==> config.mk <==
export PLATFORM = sky130hd
export DESIGN_NAME = floppy_seek_ctrl
export DESIGN_NICKNAME = d
export VERILOG_FILES = /design/src/rtl/floppy_pkg.sv /design/src/rtl/floppy_step_timer.sv /design/src/rtl/floppy_seek_ctrl.sv
export SDC_FILE = /design/constraint.sdc
export NUM_CORES = 1
export LEC_CHECK = 0
export BUFFER_PORTS_ARGS = -buffer_cell sky130_fd_sc_hd__buf_4
export CAP_MARGIN = 0
export CORE_ASPECT_RATIO = 0.7
export CORE_MARGIN = 5
export CORE_UTILIZATION = 30
export CTS_BUF_LIST = sky130_fd_sc_hd__clkbuf_4
export DETAILED_ROUTE_END_ITERATION = 8
export PLACE_DENSITY_LB_ADDON = 0.08
export SLEW_MARGIN = 20
export SYNTH_ARGS = -nofsm -noshare
export SYNTH_HDL_FRONTEND = slang
export SYNTH_SLANG_ARGS = --single-unit
==> constraint.sdc <==
create_clock -name i_clk -period 2.85 [get_ports i_clk]
set_clock_uncertainty 0.2 [all_clocks]
set_input_delay 0.1425 -clock i_clk [delete_from_list [all_inputs] [get_ports i_clk]]
set_output_delay 0.1425 -clock i_clk [all_outputs]
set_load 0.005 [all_outputs]
==> src/rtl/floppy_pkg.sv <==
// Shared types and constants for the floppy step/direction seek controller.
package floppy_pkg;

  localparam int unsigned TRACK_W   = 7;
  localparam int unsigned MAX_TRACK = 79;

  localparam logic DIR_IN  = 1'b1;
  localparam logic DIR_OUT = 1'b0;

  typedef enum logic [2:0] {
    StIdle,
    StDirSetup,
    StStepHi,
    StStepLo,
    StSettle
  } seek_state_e;

  function automatic int unsigned max_u(input int unsigned a, input int unsigned b);
    return (a > b) ? a : b;
  endfunction

endpackage

==> src/rtl/floppy_step_timer.sv <==
// Loadable down-counter with a zero flag; times every interval of the seek sequence.
module floppy_step_timer
  import floppy_pkg::*;
#(
  parameter int unsigned CNT_W = 8
) (
  input  logic             i_clk,
  input  logic             i_rst_n,
  input  logic             i_load,
  input  logic [CNT_W-1:0] i_load_val,
  output logic             o_zero
);

  logic [CNT_W-1:0] r_cnt;

  always_ff @(posedge i_clk) begin
    if (!i_rst_n) begin
      r_cnt <= '0;
    end else if (i_load) begin
      r_cnt <= i_load_val;
    end else if (r_cnt != '0) begin
      r_cnt <= r_cnt - CNT_W'(1);
    end
  end

  assign o_zero = (r_cnt == '0);

endmodule

==> src/rtl/floppy_seek_ctrl.sv <==
// Drives dir_sel/step to move the floppy head to a commanded track, recalibrates via t00_sens,
// and keeps the current head position.
module floppy_seek_ctrl
  import floppy_pkg::*;
#(
  parameter int unsigned STEP_PULSE_CYC = 4,
  parameter int unsigned STEP_RATE_CYC  = 20,
  parameter int unsigned DIR_SETUP_CYC  = 2,
  parameter int unsigned SETTLE_CYC     = 10,
  parameter int unsigned MAX_RECAL      = 85
) (
  input  logic               i_clk,
  input  logic               i_rst_n,
  input  logic               i_cmd_valid,
  output logic               o_cmd_ready,
  input  logic               i_cmd_recal,
  input  logic [TRACK_W-1:0] i_cmd_track,
  output logic               o_dir_sel,
  output logic               o_step,
  input  logic               i_t00_sens,
  output logic               o_busy,
  output logic               o_done,
  output logic               o_error,
  output logic [TRACK_W-1:0] o_cur_track,
  output logic               o_track_valid
);

  localparam int unsigned MaxCyc = max_u(max_u(STEP_PULSE_CYC, STEP_RATE_CYC),
                                         max_u(DIR_SETUP_CYC, SETTLE_CYC));
  localparam int unsigned CNT_W  = $clog2(MaxCyc + 1);
  localparam int unsigned RCL_W  = $clog2(MAX_RECAL + 1);

  // Timer loads are N-1 because the zero cycle itself is the last cycle of the interval.
  localparam logic [CNT_W-1:0]   LdSetup  = CNT_W'(DIR_SETUP_CYC - 1);
  localparam logic [CNT_W-1:0]   LdHi     = CNT_W'(STEP_PULSE_CYC - 1);
  localparam logic [CNT_W-1:0]   LdLo     = CNT_W'(STEP_RATE_CYC - STEP_PULSE_CYC - 1);
  localparam logic [CNT_W-1:0]   LdSettle = CNT_W'(SETTLE_CYC - 1);
  localparam logic [TRACK_W-1:0] MaxTrkV  = TRACK_W'(MAX_TRACK);
  localparam logic [RCL_W-1:0]   MaxRclV  = RCL_W'(MAX_RECAL);

  seek_state_e        r_state, w_state_d;
  logic               r_t00_meta, r_t00_s;
  logic               r_dir, w_dir_d;
  logic               r_step;
  logic               r_busy, w_busy_d;
  logic               r_done, w_done_d;
  logic               r_error, w_error_d;
  logic [TRACK_W-1:0] r_cur, w_cur_d;
  logic               r_valid, w_valid_d;
  logic               r_recal, w_recal_d;
  logic [TRACK_W-1:0] r_remaining, w_rem_d;
  logic [RCL_W-1:0]   r_rcl_cnt, w_rcl_d;
  logic               w_tmr_load;
  logic [CNT_W-1:0]   w_tmr_val;
  logic               w_tmr_zero;
  logic               w_go_step;
  logic               w_go_settle;

  floppy_step_timer #(
    .CNT_W (CNT_W)
  ) u_timer (
    .i_clk      (i_clk),
    .i_rst_n    (i_rst_n),
    .i_load     (w_tmr_load),
    .i_load_val (w_tmr_val),
    .o_zero     (w_tmr_zero)
  );

  always_comb begin
    w_state_d   = r_state;
    w_dir_d     = r_dir;
    w_busy_d    = r_busy;
    w_done_d    = 1'b0;
    w_error_d   = 1'b0;
    w_cur_d     = r_cur;
    w_valid_d   = r_valid;
    w_recal_d   = r_recal;
    w_rem_d     = r_remaining;
    w_rcl_d     = r_rcl_cnt;
    w_tmr_load  = 1'b0;
    w_tmr_val   = '0;
    w_go_step   = 1'b0;
    w_go_settle = 1'b0;

    case (r_state)
      StIdle: begin
        if (i_cmd_valid) begin
          if (i_cmd_recal) begin
            w_dir_d    = DIR_OUT;
            w_recal_d  = 1'b1;
            w_rcl_d    = '0;
            w_busy_d   = 1'b1;
            w_state_d  = StDirSetup;
            w_tmr_load = 1'b1;
            w_tmr_val  = LdSetup;
          end else if (!r_valid || (i_cmd_track > MaxTrkV)) begin
            w_error_d = 1'b1;
          end else if (i_cmd_track == r_cur) begin
            w_done_d = 1'b1;
          end else begin
            w_recal_d  = 1'b0;
            w_busy_d   = 1'b1;
            w_state_d  = StDirSetup;
            w_tmr_load = 1'b1;
            w_tmr_val  = LdSetup;
            if (i_cmd_track > r_cur) begin
              w_dir_d = DIR_IN;
              w_rem_d = i_cmd_track - r_cur;
            end else begin
              w_dir_d = DIR_OUT;
              w_rem_d = r_cur - i_cmd_track;
            end
          end
        end
      end
      StDirSetup: begin
        if (w_tmr_zero) begin
          if (r_recal && r_t00_s) begin
            w_cur_d     = '0;
            w_valid_d   = 1'b1;
            w_go_settle = 1'b1;
          end else begin
            w_go_step = 1'b1;
          end
        end
      end
      StStepHi: begin
        if (w_tmr_zero) begin
          w_state_d  = StStepLo;
          w_tmr_load = 1'b1;
          w_tmr_val  = LdLo;
        end
      end
      StStepLo: begin
        if (w_tmr_zero) begin
          if (!r_recal) begin
            if (r_remaining != '0) begin
              w_go_step = 1'b1;
            end else if ((r_dir == DIR_OUT) && (r_cur == '0) && !r_t00_s) begin
              // Arrived at logical track 0 but the drive disagrees: position is untrustworthy.
              w_error_d = 1'b1;
              w_valid_d = 1'b0;
              w_busy_d  = 1'b0;
              w_state_d = StIdle;
            end else begin
              w_go_settle = 1'b1;
            end
          end else if (r_t00_s) begin
            w_cur_d     = '0;
            w_valid_d   = 1'b1;
            w_go_settle = 1'b1;
          end else if (r_rcl_cnt == MaxRclV) begin
            w_error_d = 1'b1;
            w_valid_d = 1'b0;
            w_busy_d  = 1'b0;
            w_state_d = StIdle;
          end else begin
            w_go_step = 1'b1;
          end
        end
      end
      StSettle: begin
        if (w_tmr_zero) begin
          w_done_d  = 1'b1;
          w_busy_d  = 1'b0;
          w_state_d = StIdle;
        end
      end
      default: begin
        w_state_d = StIdle;
      end
    endcase

    if (w_go_step) begin
      w_state_d  = StStepHi;
      w_tmr_load = 1'b1;
      w_tmr_val  = LdHi;
      if (r_recal) begin
        w_rcl_d = r_rcl_cnt + RCL_W'(1);
      end else begin
        w_rem_d = r_remaining - TRACK_W'(1);
        w_cur_d = (r_dir == DIR_IN) ? (r_cur + TRACK_W'(1)) : (r_cur - TRACK_W'(1));
      end
    end

    if (w_go_settle) begin
      w_state_d  = StSettle;
      w_tmr_load = 1'b1;
      w_tmr_val  = LdSettle;
    end
  end

  always_ff @(posedge i_clk) begin
    if (!i_rst_n) begin
      r_state     <= StIdle;
      r_t00_meta  <= 1'b0;
      r_t00_s     <= 1'b0;
      r_dir       <= DIR_OUT;
      r_step      <= 1'b0;
      r_busy      <= 1'b0;
      r_done      <= 1'b0;
      r_error     <= 1'b0;
      r_cur       <= '0;
      r_valid     <= 1'b0;
      r_recal     <= 1'b0;
      r_remaining <= '0;
      r_rcl_cnt   <= '0;
    end else begin
      r_state     <= w_state_d;
      r_t00_meta  <= i_t00_sens;
      r_t00_s     <= r_t00_meta;
      r_dir       <= w_dir_d;
      // Registered so the drive pin is a clean flop output rather than a state decode.
      r_step      <= (w_state_d == StStepHi);
      r_busy      <= w_busy_d;
      r_done      <= w_done_d;
      r_error     <= w_error_d;
      r_cur       <= w_cur_d;
      r_valid     <= w_valid_d;
      r_recal     <= w_recal_d;
      r_remaining <= w_rem_d;
      r_rcl_cnt   <= w_rcl_d;
    end
  end

  assign o_cmd_ready   = (r_state == StIdle);
  assign o_dir_sel     = r_dir;
  assign o_step        = r_step;
  assign o_busy        = r_busy;
  assign o_done        = r_done;
  assign o_error       = r_error;
  assign o_cur_track   = r_cur;
  assign o_track_valid = r_valid;

endmodule

Word level (Yosys, flattened, before mapping) --
Index checks and enable logic that the tools add are counted.
Word-level totals: output and inout bits 14, flip-flop bits (word level) 38, bits of input ports 12, logic and storage cells 173
Operators by class: bitwise logic cells 1, equality and inequality tests 21, order comparisons 2, add/sub/neg operators 7, mux-type cells 111, reductions and logical operators 17
Operator list (count):
- 2-to-1 mux 7 bit | 21
- 2-to-1 mux 1 bit | 61
- 2-to-1 mux 3 bit | 14
- 2-to-1 mux 5 bit | 4
- inequality test 3 bit (second input constant) | 6
- one-hot mux 3 bit (5 select lines) | 1
- adder 7 x 1 -> 7 bit (second input constant) | 2
- one-hot mux 7 bit (2 select lines) | 1
- subtractor 7 x 1 -> 7 bit (second input constant) | 2
- subtractor 7 bit | 2
- one-hot mux 1 bit (2 select lines) | 6
- AND reduction 10 bit | 1
- == test 3 x 2 -> 1 bit (second input constant) | 3
- inequality test 2 bit (second input constant) | 4
- one-hot mux 4 bit (2 select lines) | 1
- == test 7 bit | 1
- == test 7 bit (second input constant) | 1
- greater-than comparator 7 bit | 1
- greater-than comparator 7 bit (second input constant) | 1
- zero test 7 bit | 1
- AND reduction 7 bit | 1
- nonzero test 7 bit | 1
- inequality test 2 x 1 -> 1 bit (second input constant) | 3
- zero test 5 bit | 1
- 15 further kinds | 19

Depth between registers and ports, before layout --
Gate-level depths: netlist of run 1.
depth in word-level cells 11, gate-level depth with buffers 11, gate-level depth less buffers 8

Hierarchy --
Synthesis of run 1 repeated with hierarchy kept, for this count alone.
Unflattened totals: cells, all modules 344, area total of the unflattened synthesis 2881.5 µm²
Modules (own cells, without submodules):
- floppy_seek_ctrl | area each 2581.2 µm², cells each 310, sequential area each 660.6 µm², instances 1
- floppy_step_timer | area each 300.3 µm², cells each 34, sequential area each 100.1 µm², instances 1

Worst setup path after synthesis of run 1 --
No wires, ideal clock.
path type reg-to-reg, start reg u_timer.r_cnt[0], end reg r_remaining[3], buffers on the path 2, data required time 2567 ps, period minus slack after synthesis 2767 ps, slack 83 ps, cell stages (with the launch flop) 11, data arrival time 2485 ps, library setup time 83 ps, path through dfxtp_1 inv_1 ha_1 or4b_1 buf_2 or2_4 or3_1 buf_2 nor4_2 mux2_1 o221ai_1
On the way: word-level cells in the longest chain between the ends 4, elaborated cells between the ends (all ways) 5, those cells by class mux: 4; reduce/logical: 1
Ends and longest elaborated chain:
- start: declaration | line floppy_step_timer.sv:14 | logic [CNT_W-1:0] r_cnt;
- start signal: assignment | line floppy_step_timer.sv:20 | r_cnt <= i_load_val;
- start signal: assignment | line floppy_step_timer.sv:22 | r_cnt <= r_cnt - CNT_W'(1);
- zero test 5 bit * | line floppy_step_timer.sv:26 | assign o_zero = (r_cnt == '0);
- 2-to-1 mux 1 bit (on tied branches) | line floppy_seek_ctrl.sv:135, floppy_seek_ctrl.sv:117
- one-hot mux 1 bit (2 select lines) * | line floppy_seek_ctrl.sv:85 | case (r_state)
- 2-to-1 mux 7 bit * | line floppy_seek_ctrl.sv:174 | if (w_go_step) begin
- end signal: assignment | line floppy_seek_ctrl.sv:221 | r_remaining <= w_rem_d;
- end: declaration | line floppy_seek_ctrl.sv:51 | logic [TRACK_W-1:0] r_remaining, w_rem_d;
Mark *: on every way between the ends. The rest lies on a longest branch, timed or not. A chain may end at the register's enable or synchronous reset.

Final worst setup path of run 1 --
start reg u_timer.r_cnt[0], end reg r_cur[6], in the netlist o_cur_track[6]
On the way: word-level cells in the longest chain between the ends 5, elaborated cells between the ends (all ways) 9, those cells by class mux: 8; reduce/logical: 1
Ends and longest elaborated chain:
- zero test 5 bit * | line floppy_step_timer.sv:26
- 2-to-1 mux 7 bit (on tied branches) | line floppy_seek_ctrl.sv:135, floppy_seek_ctrl.sv:117
- one-hot mux 7 bit (2 select lines) | line floppy_seek_ctrl.sv:85
- 2-to-1 mux 7 bit | line floppy_seek_ctrl.sv:178 | if (r_recal) begin
- 2-to-1 mux 7 bit * | line floppy_seek_ctrl.sv:174
- end signal: assignment | line floppy_seek_ctrl.sv:218 | r_cur <= w_cur_d;
- end: declaration | line floppy_seek_ctrl.sv:48 | logic [TRACK_W-1:0] r_cur, w_cur_d;
Marked as above.

==> out/metrics.yaml, run 1 <==
synth.distinct_cells: 60
grt_pass1_vias: 2468
rsz0062_at_grt: "false"
fp.dieArea_sq_mm: 0.0112
status: "complete, no violations"
diodes: 0
syn_avg_cell_area_sq_um: 7.90
drc: 0
routedWlPerCell_um: 14.7
slew_violations: 0
grt_max_degree: 26
final_hold_viol_count: 0
power_leakage_nw: 1.32
critPathTopFamily: "simple AND/OR/NAND/NOR gates"
place.gp.congestion: 0.816
die_h_um: 90.2
cp_slowest_stage_delay_ps: 480
cts_buffers: 5
synth-seq-area-share: 0.276
ys_ff_latch: 38
cp_num_buf_inv: 2
htree_levels: 2
antenna_found_initial: 0
cts_tree: "yes"
grt_overflow: 0
irDropWorstVdd_mv: 0.379
power_mw: 2.39
cts_root_buf: "clkbuf_4"
layout.nets: 429
dp_hpwl_um: 5960
portBuffers: 25
die_w_um: 125
tightest_slew_ps: 826
synthArstFlopShare: 0
min-delay-path-class: "input pin to register"
grt.total_usage: 0.136
slew_headroom: 0.449
crit_top_cell: "or3_1"
vias: 2646
syn-num-nets: 387
maxCapViolCount: 0
post_drt_via_cell_ratio: 5.13
cts_buffer_depth: 2
p_per_area_mw_per_mm2: 726
hp-start: "i_cmd_track[6]"
clk_pin_slew_ps: 110
area_growth_pct: 19.2
syn_area_sq_mm: 0.00276
clock_sinks: 38
slowest_stage: "or4b_1"
drt_iter0_drc: 170
grt_first_pass_wirelength_um: 12700
cp-start-kind: "register"
startpoint: "u_timer.r_cnt[0]"
crit_chain: "inv_1 -> ha_1 -> or4b_1 -> or2_4 -> or3_1 -> buf_4 -> or3_1 -> a31oi_1"
routed_wl_um: 7580
drt_pass1_iterations: 4
netlist_instances: 349
antenna_left: 0
arrival_ps: 2780
crit_path_end_kind: "register"
post-route-period-util: 0.948
critPathMaxFanout: 8
setup-violations-final: 0
yosys_warnings: 0
drive_gt1_frac: 0.163
required_ps: 2930
synth-edff-count: 0
setup_tns_ps: 0
ioPinCount: 26
fillers: 999
row_count: 29
core_area_sq_mm: 0.00900
fin_crit_ps: 2700
worstReg2RegStart: "u_timer.r_cnt[0]"
cts.repair.resized: 0
clock_latency_ps: 350
criticalPathCategory: "register to register"
ys.flop_type: "dfxtp_1"
start_util: 0.306
max_freq_mhz: 370
-- worst paths after layout --
path / end / slack [ps] / cells past startpoint
setup / recovery: o_cur_track[6] / 150 / 8
setup reg to reg: o_cur_track[6] / 150 / 8
hold / removal: r_remaining[6] / 120 / 4
hold reg to reg: r_t00_s / 250 / 1
-- flip-flops by register name, summed over array words and instances, names as in the netlist --
name and count:
o_dir_sel 1, o_track_valid 1, o_cur_track 7, u_timer.r_cnt 5
r_recal 1, o_error 1, o_busy 1, r_t00_meta 1
r_t00_s 1, r_rcl_cnt 7, o_done 1, o_step 1
r_state 3, r_remaining 7
-- per-layer routing --
layer | wire length, um | track usage
met5 | 0 | 0
met2 | 2970 | 0.184
met3 | 386 | 0.0278
met1 | 4160 | 0.217
met4 | 57 | 0.0274
-- synthesized netlist by cell type, types with 5 or more instances --
| cell type | n | area (sq um) |
|---|---|---|
| and2_1 | 6 | 37.5 |
| xor2_1 | 5 | 43.8 |
| nand2b_1 | 5 | 31.3 |
| nor3_1 | 11 | 55.1 |
| a211oi_1 | 7 | 52.6 |
| inv_1 | 26 | 97.6 |
| ha_1 | 23 | 288 |
| and3_1 | 8 | 50.1 |
| o21ai_0 | 21 | 105 |
| nand3_1 | 18 | 90.1 |
| dfxtp_1 | 38 | 761 |
| a21oi_1 | 33 | 165 |
| clkbuf_1 | 10 | 37.5 |
| nor2_1 | 19 | 71.3 |
| a221oi_1 | 5 | 43.8 |
| xnor2_1 | 7 | 61.3 |
| nand2_1 | 34 | 128 |
-- where the power goes --
group | switching [mW] | total (mW) | internal (mW) | leakage, nW
Clock | 0.185 | 0.287 | 0.102 | 0.0331
Sequential | 0.117 | 0.737 | 0.621 | 0.309
Combinational | 0.719 | 1.36 | 0.643 | 0.978
-- final cells by class --
type                    count  area, sq um  area share
clock buffers               6         45.0      0.0137
inverters                  26         97.6      0.0297
flip-flops and latches     38          761       0.232
multi-input cells         271         1840       0.560
clock inverters             2         8.76     0.00267
well taps                 124          155      0.0472
repair buffers             49          378       0.115
-- logic make-up after synthesis --
family,count (synthesis),synth area share
buf+inv,40,0.0563
simple gates,128,0.248
compound gates,99,0.233
xor+xnor,12,0.0381
fa+ha+maj,26,0.126
mux,6,0.0227
flops,38,0.276
-- worst reg2reg max path: cells and delay by family (launching register included) --
kind | cells | cell delay [ps]
AO/OA/AOI/OAI | 1 | 150
adder cells (fa/ha/maj) | 1 | 220
buffers and inverters | 2 | 260
flip-flops | 1 | 330
AND/OR/NAND/NOR | 4 | 1470
-- repair_timing --
item,in CTS,in global routing
endpoints found under the setup margin,0,0
endpoints found under the hold margin,8,0
hold buffers,4,0
setup buffers,0,0
-- placed cells by master (no fill, tap or decap), types with 5 or more instances in the layout --
cell / n
a211oi_1: 7
a21oi_1: 33
a221oi_1: 5
and2_1: 6
and3_1: 8
buf_4: 45
clkbuf_4: 6
dfxtp_1: 38
ha_1: 23
inv_1: 26
nand2_1: 34
nand2b_1: 5
nand3_1: 18
nor2_1: 19
nor3_1: 11
o21ai_0: 21
xnor2_1: 7
xor2_1: 5
-- metrics by stage --
step                      setup WS [ps]   util  instance area [sq um]  cells  hold WS (ps)
after floorplan                    82.9      -                   2760    349          69.8
after global placement              198  0.355                   3190    504           154
after detailed placement            181  0.355                   3190    504           156
after CTS                           146  0.365                   3290    516           105
after global routing               16.2  0.365                   3290    516           135
final                               147  0.365                   3290    516           125
Power figures use the tool's default switching activity.
==> inputs of run 2 (changes only) <==
Clock period 2.85 ns to 3.5 ns, I/O delays scaled along.
==> run 2 against run 1 <==
Against the previous run:
- global-route usage rose by 0.19 points
- combinational power decreased by 24%
- routed wire length down 1.5%
- via count decreased by 3.9%
- non-clock buffer count fell by 15
- setup slack gained 320 ps
- first-iteration DRC count down 24%
- cell area is 3.8% lower
- sequential power down 17%
- critical path depth is the same
==> out/metrics.yaml, run 2 (synthesis results as in run 1) <==
arrival_ps: 3110  # was 2780 ps
antenna_found_initial: 0  # unchanged
routed_wl_um: 7470  # was 7580 um
routedWlPerCell_um: 15.0  # was 14.7 um
hold_ws_ps: 152  # was 125 ps
cp-start-kind: "register"  # unchanged
place.gp.congestion: 0.775  # was 0.816
pwr-share-clk: 0.117  # was 0.120
drt_pass1_iterations: 4  # unchanged
critPathMaxFanout: 9  # was 8
diodes: 0  # unchanged
tightest_slew_ps: 876  # was 826 ps
fp.dieArea_sq_mm: 0.0112  # unchanged
maxCapViolCount: 0  # unchanged
layout.nets: 414  # was 429
fin_crit_ps: 3030  # was 2700 ps
slew_headroom: 0.415  # was 0.449
clock_sinks: 38  # unchanged
clock_latency_ps: 360  # was 350 ps
area_growth_pct: 14.7  # was 19.2%
slowest_stage: "or4b_1"  # unchanged
post-route-period-util: 0.865  # was 0.948
row_count: 29  # unchanged
ioPinCount: 26  # unchanged
drt_iter0_drc: 130  # was 170
power_leakage_nw: 1.24  # was 1.32 nW
status: "complete, no violations"  # unchanged
internal-power_mw: 1.05  # was 1.37 mW
grt_pass1_vias: 2482  # was 2468
crit_path_end_kind: "register"  # unchanged
hp-start: "i_cmd_track[1]"  # was i_cmd_track[6]
grt_max_degree: 26  # unchanged
die_w_um: 125  # unchanged
clk_pin_slew_ps: 120  # was 110 ps
grt_overflow: 0  # unchanged
start_util: 0.306  # unchanged
post_drt_via_cell_ratio: 5.10  # was 5.13
critPathTopFamily: "simple AND/OR/NAND/NOR gates"  # unchanged
postCtsHoldBufs: 4  # unchanged
final_hold_viol_count: 0  # unchanged
cts_buffers: 5  # unchanged
cp_num_buf_inv: 1  # was 2
min-delay-path-class: "input pin to register"  # unchanged
swShare: 0.438  # was 0.428
antenna_left: 0  # unchanged
p_per_area_mw_per_mm2: 593  # was 726 mW/mm^2
worstReg2RegStart: "u_timer.r_cnt[0]"  # unchanged
drive_gt1_frac: 0.125  # was 0.163
die_h_um: 90.2  # unchanged
rsz0062_at_grt: "false"  # unchanged
p_switching_mw: 0.820  # was 1.02 mW
setup_tns_ps: 0  # unchanged
cts_tree: "yes"  # unchanged
grt_first_pass_wirelength_um: 12900  # was 12700 um
required_ps: 3590  # was 2930 ps
startpoint: "u_timer.r_cnt[0]"  # unchanged
htree_levels: 2  # unchanged
cp_slowest_stage_delay_ps: 600  # was 480 ps
slew_violations: 0  # unchanged
portBuffers: 25  # unchanged
crit_chain: "inv_1 -> ha_1 -> or4b_1 -> or2_4 -> or3_1 -> nor4_2 -> mux2_1 -> o221ai_1"  # was inv_1 -> ha_1 -> or4b_1 -> or2_4 -> or3_1 -> buf_4 -> or3_1 -> a31oi_1
comb_power_share: 0.556  # was 0.571
grt.total_usage: 0.138  # was 0.136
final_cell_mix: "dfxtp_1, nand2_1, a21oi_1, buf_4, inv_1"  # was buf_4, dfxtp_1, nand2_1, a21oi_1, inv_1
dp_hpwl_um: 5780  # was 5960 um
vias: 2544  # was 2646
cts.repair.resized: 0  # unchanged
max_freq_mhz: 330  # was 370 MHz
cts_setup_buffers: 0  # unchanged
cts_root_buf: "clkbuf_4"  # unchanged
core_area_sq_mm: 0.00900  # unchanged
seq_power_share: 0.327  # was 0.309
drc: 0  # unchanged
setup-violations-final: 0  # unchanged
final_common_cell: "dfxtp_1"  # was buf_4
irDropWorstVdd_mv: 0.238  # was 0.379 mV
criticalPathCategory: "register to register"  # unchanged
cts_buffer_depth: 2  # unchanged
[run 2: worst paths after layout]
| path | endpoint | slack (ps) | cells past startpoint |
|---|---|---|---|
| setup reg to reg | r_remaining[3] | 470 | 8 |
| setup / recovery | r_remaining[3] | 470 | 8 |
| hold / removal | r_remaining[1] | 150 | 5 |
| hold reg to reg | r_t00_s | 240 | 1 |
[run 2: area by class of cell]
cell class | instances | area (sq um)
clock buffers | 5 | 37.5
clock inverters | 1 | 3.75
fillers | 998 | 5840
inverters | 26 | 97.6
multi-input cells | 271 | 1840
flip-flops and latches | 38 | 761
well taps | 124 | 155
repair buffers | 34 | 265
[run 2: routing by layer]
| metal | GRT usage | up-vias | wire (um) |
|---|---|---|---|
| li1 | - | 1322 | - |
| met1 | 0.216 | 1174 | 4200 |
| met5 | 0 | - | 0 |
| met4 | 0.0310 | 0 | 93 |
| met2 | 0.190 | 38 | 2930 |
| met3 | 0.0290 | 10 | 242 |
[run 2: power groups by stage]
stage                     sequential [mW]  clock, mW  combinational, mW
after floorplan                     0.582          0              0.776
after global placement              0.622          0               1.05
after detailed placement            0.623          0               1.03
after CTS                           0.613      0.232               1.04
after global routing                0.630      0.248               1.18
final                               0.613      0.218               1.04
[run 2: worst min-delay path: stages]
cell and delay (ps):
buf_4 100, fa_1 160, nand2_1 50, o211ai_1 100
a221oi_1 90
[run 2: through the flow]
| step | power, mW | instances | util | worst slack [ps] | area, sq um |
|---|---|---|---|---|---|
| after global routing | 2.06 | 499 | 0.351 | 317 | 3160 |
| after global placement | 1.67 | 489 | 0.342 | 566 | 3080 |
| after detailed placement | 1.66 | 489 | 0.342 | 475 | 3080 |
| after floorplan | 1.36 | 349 | - | 733 | 2760 |
| after CTS | 1.89 | 499 | 0.351 | 449 | 3160 |
| final | 1.87 | 499 | 0.351 | 472 | 3160 |
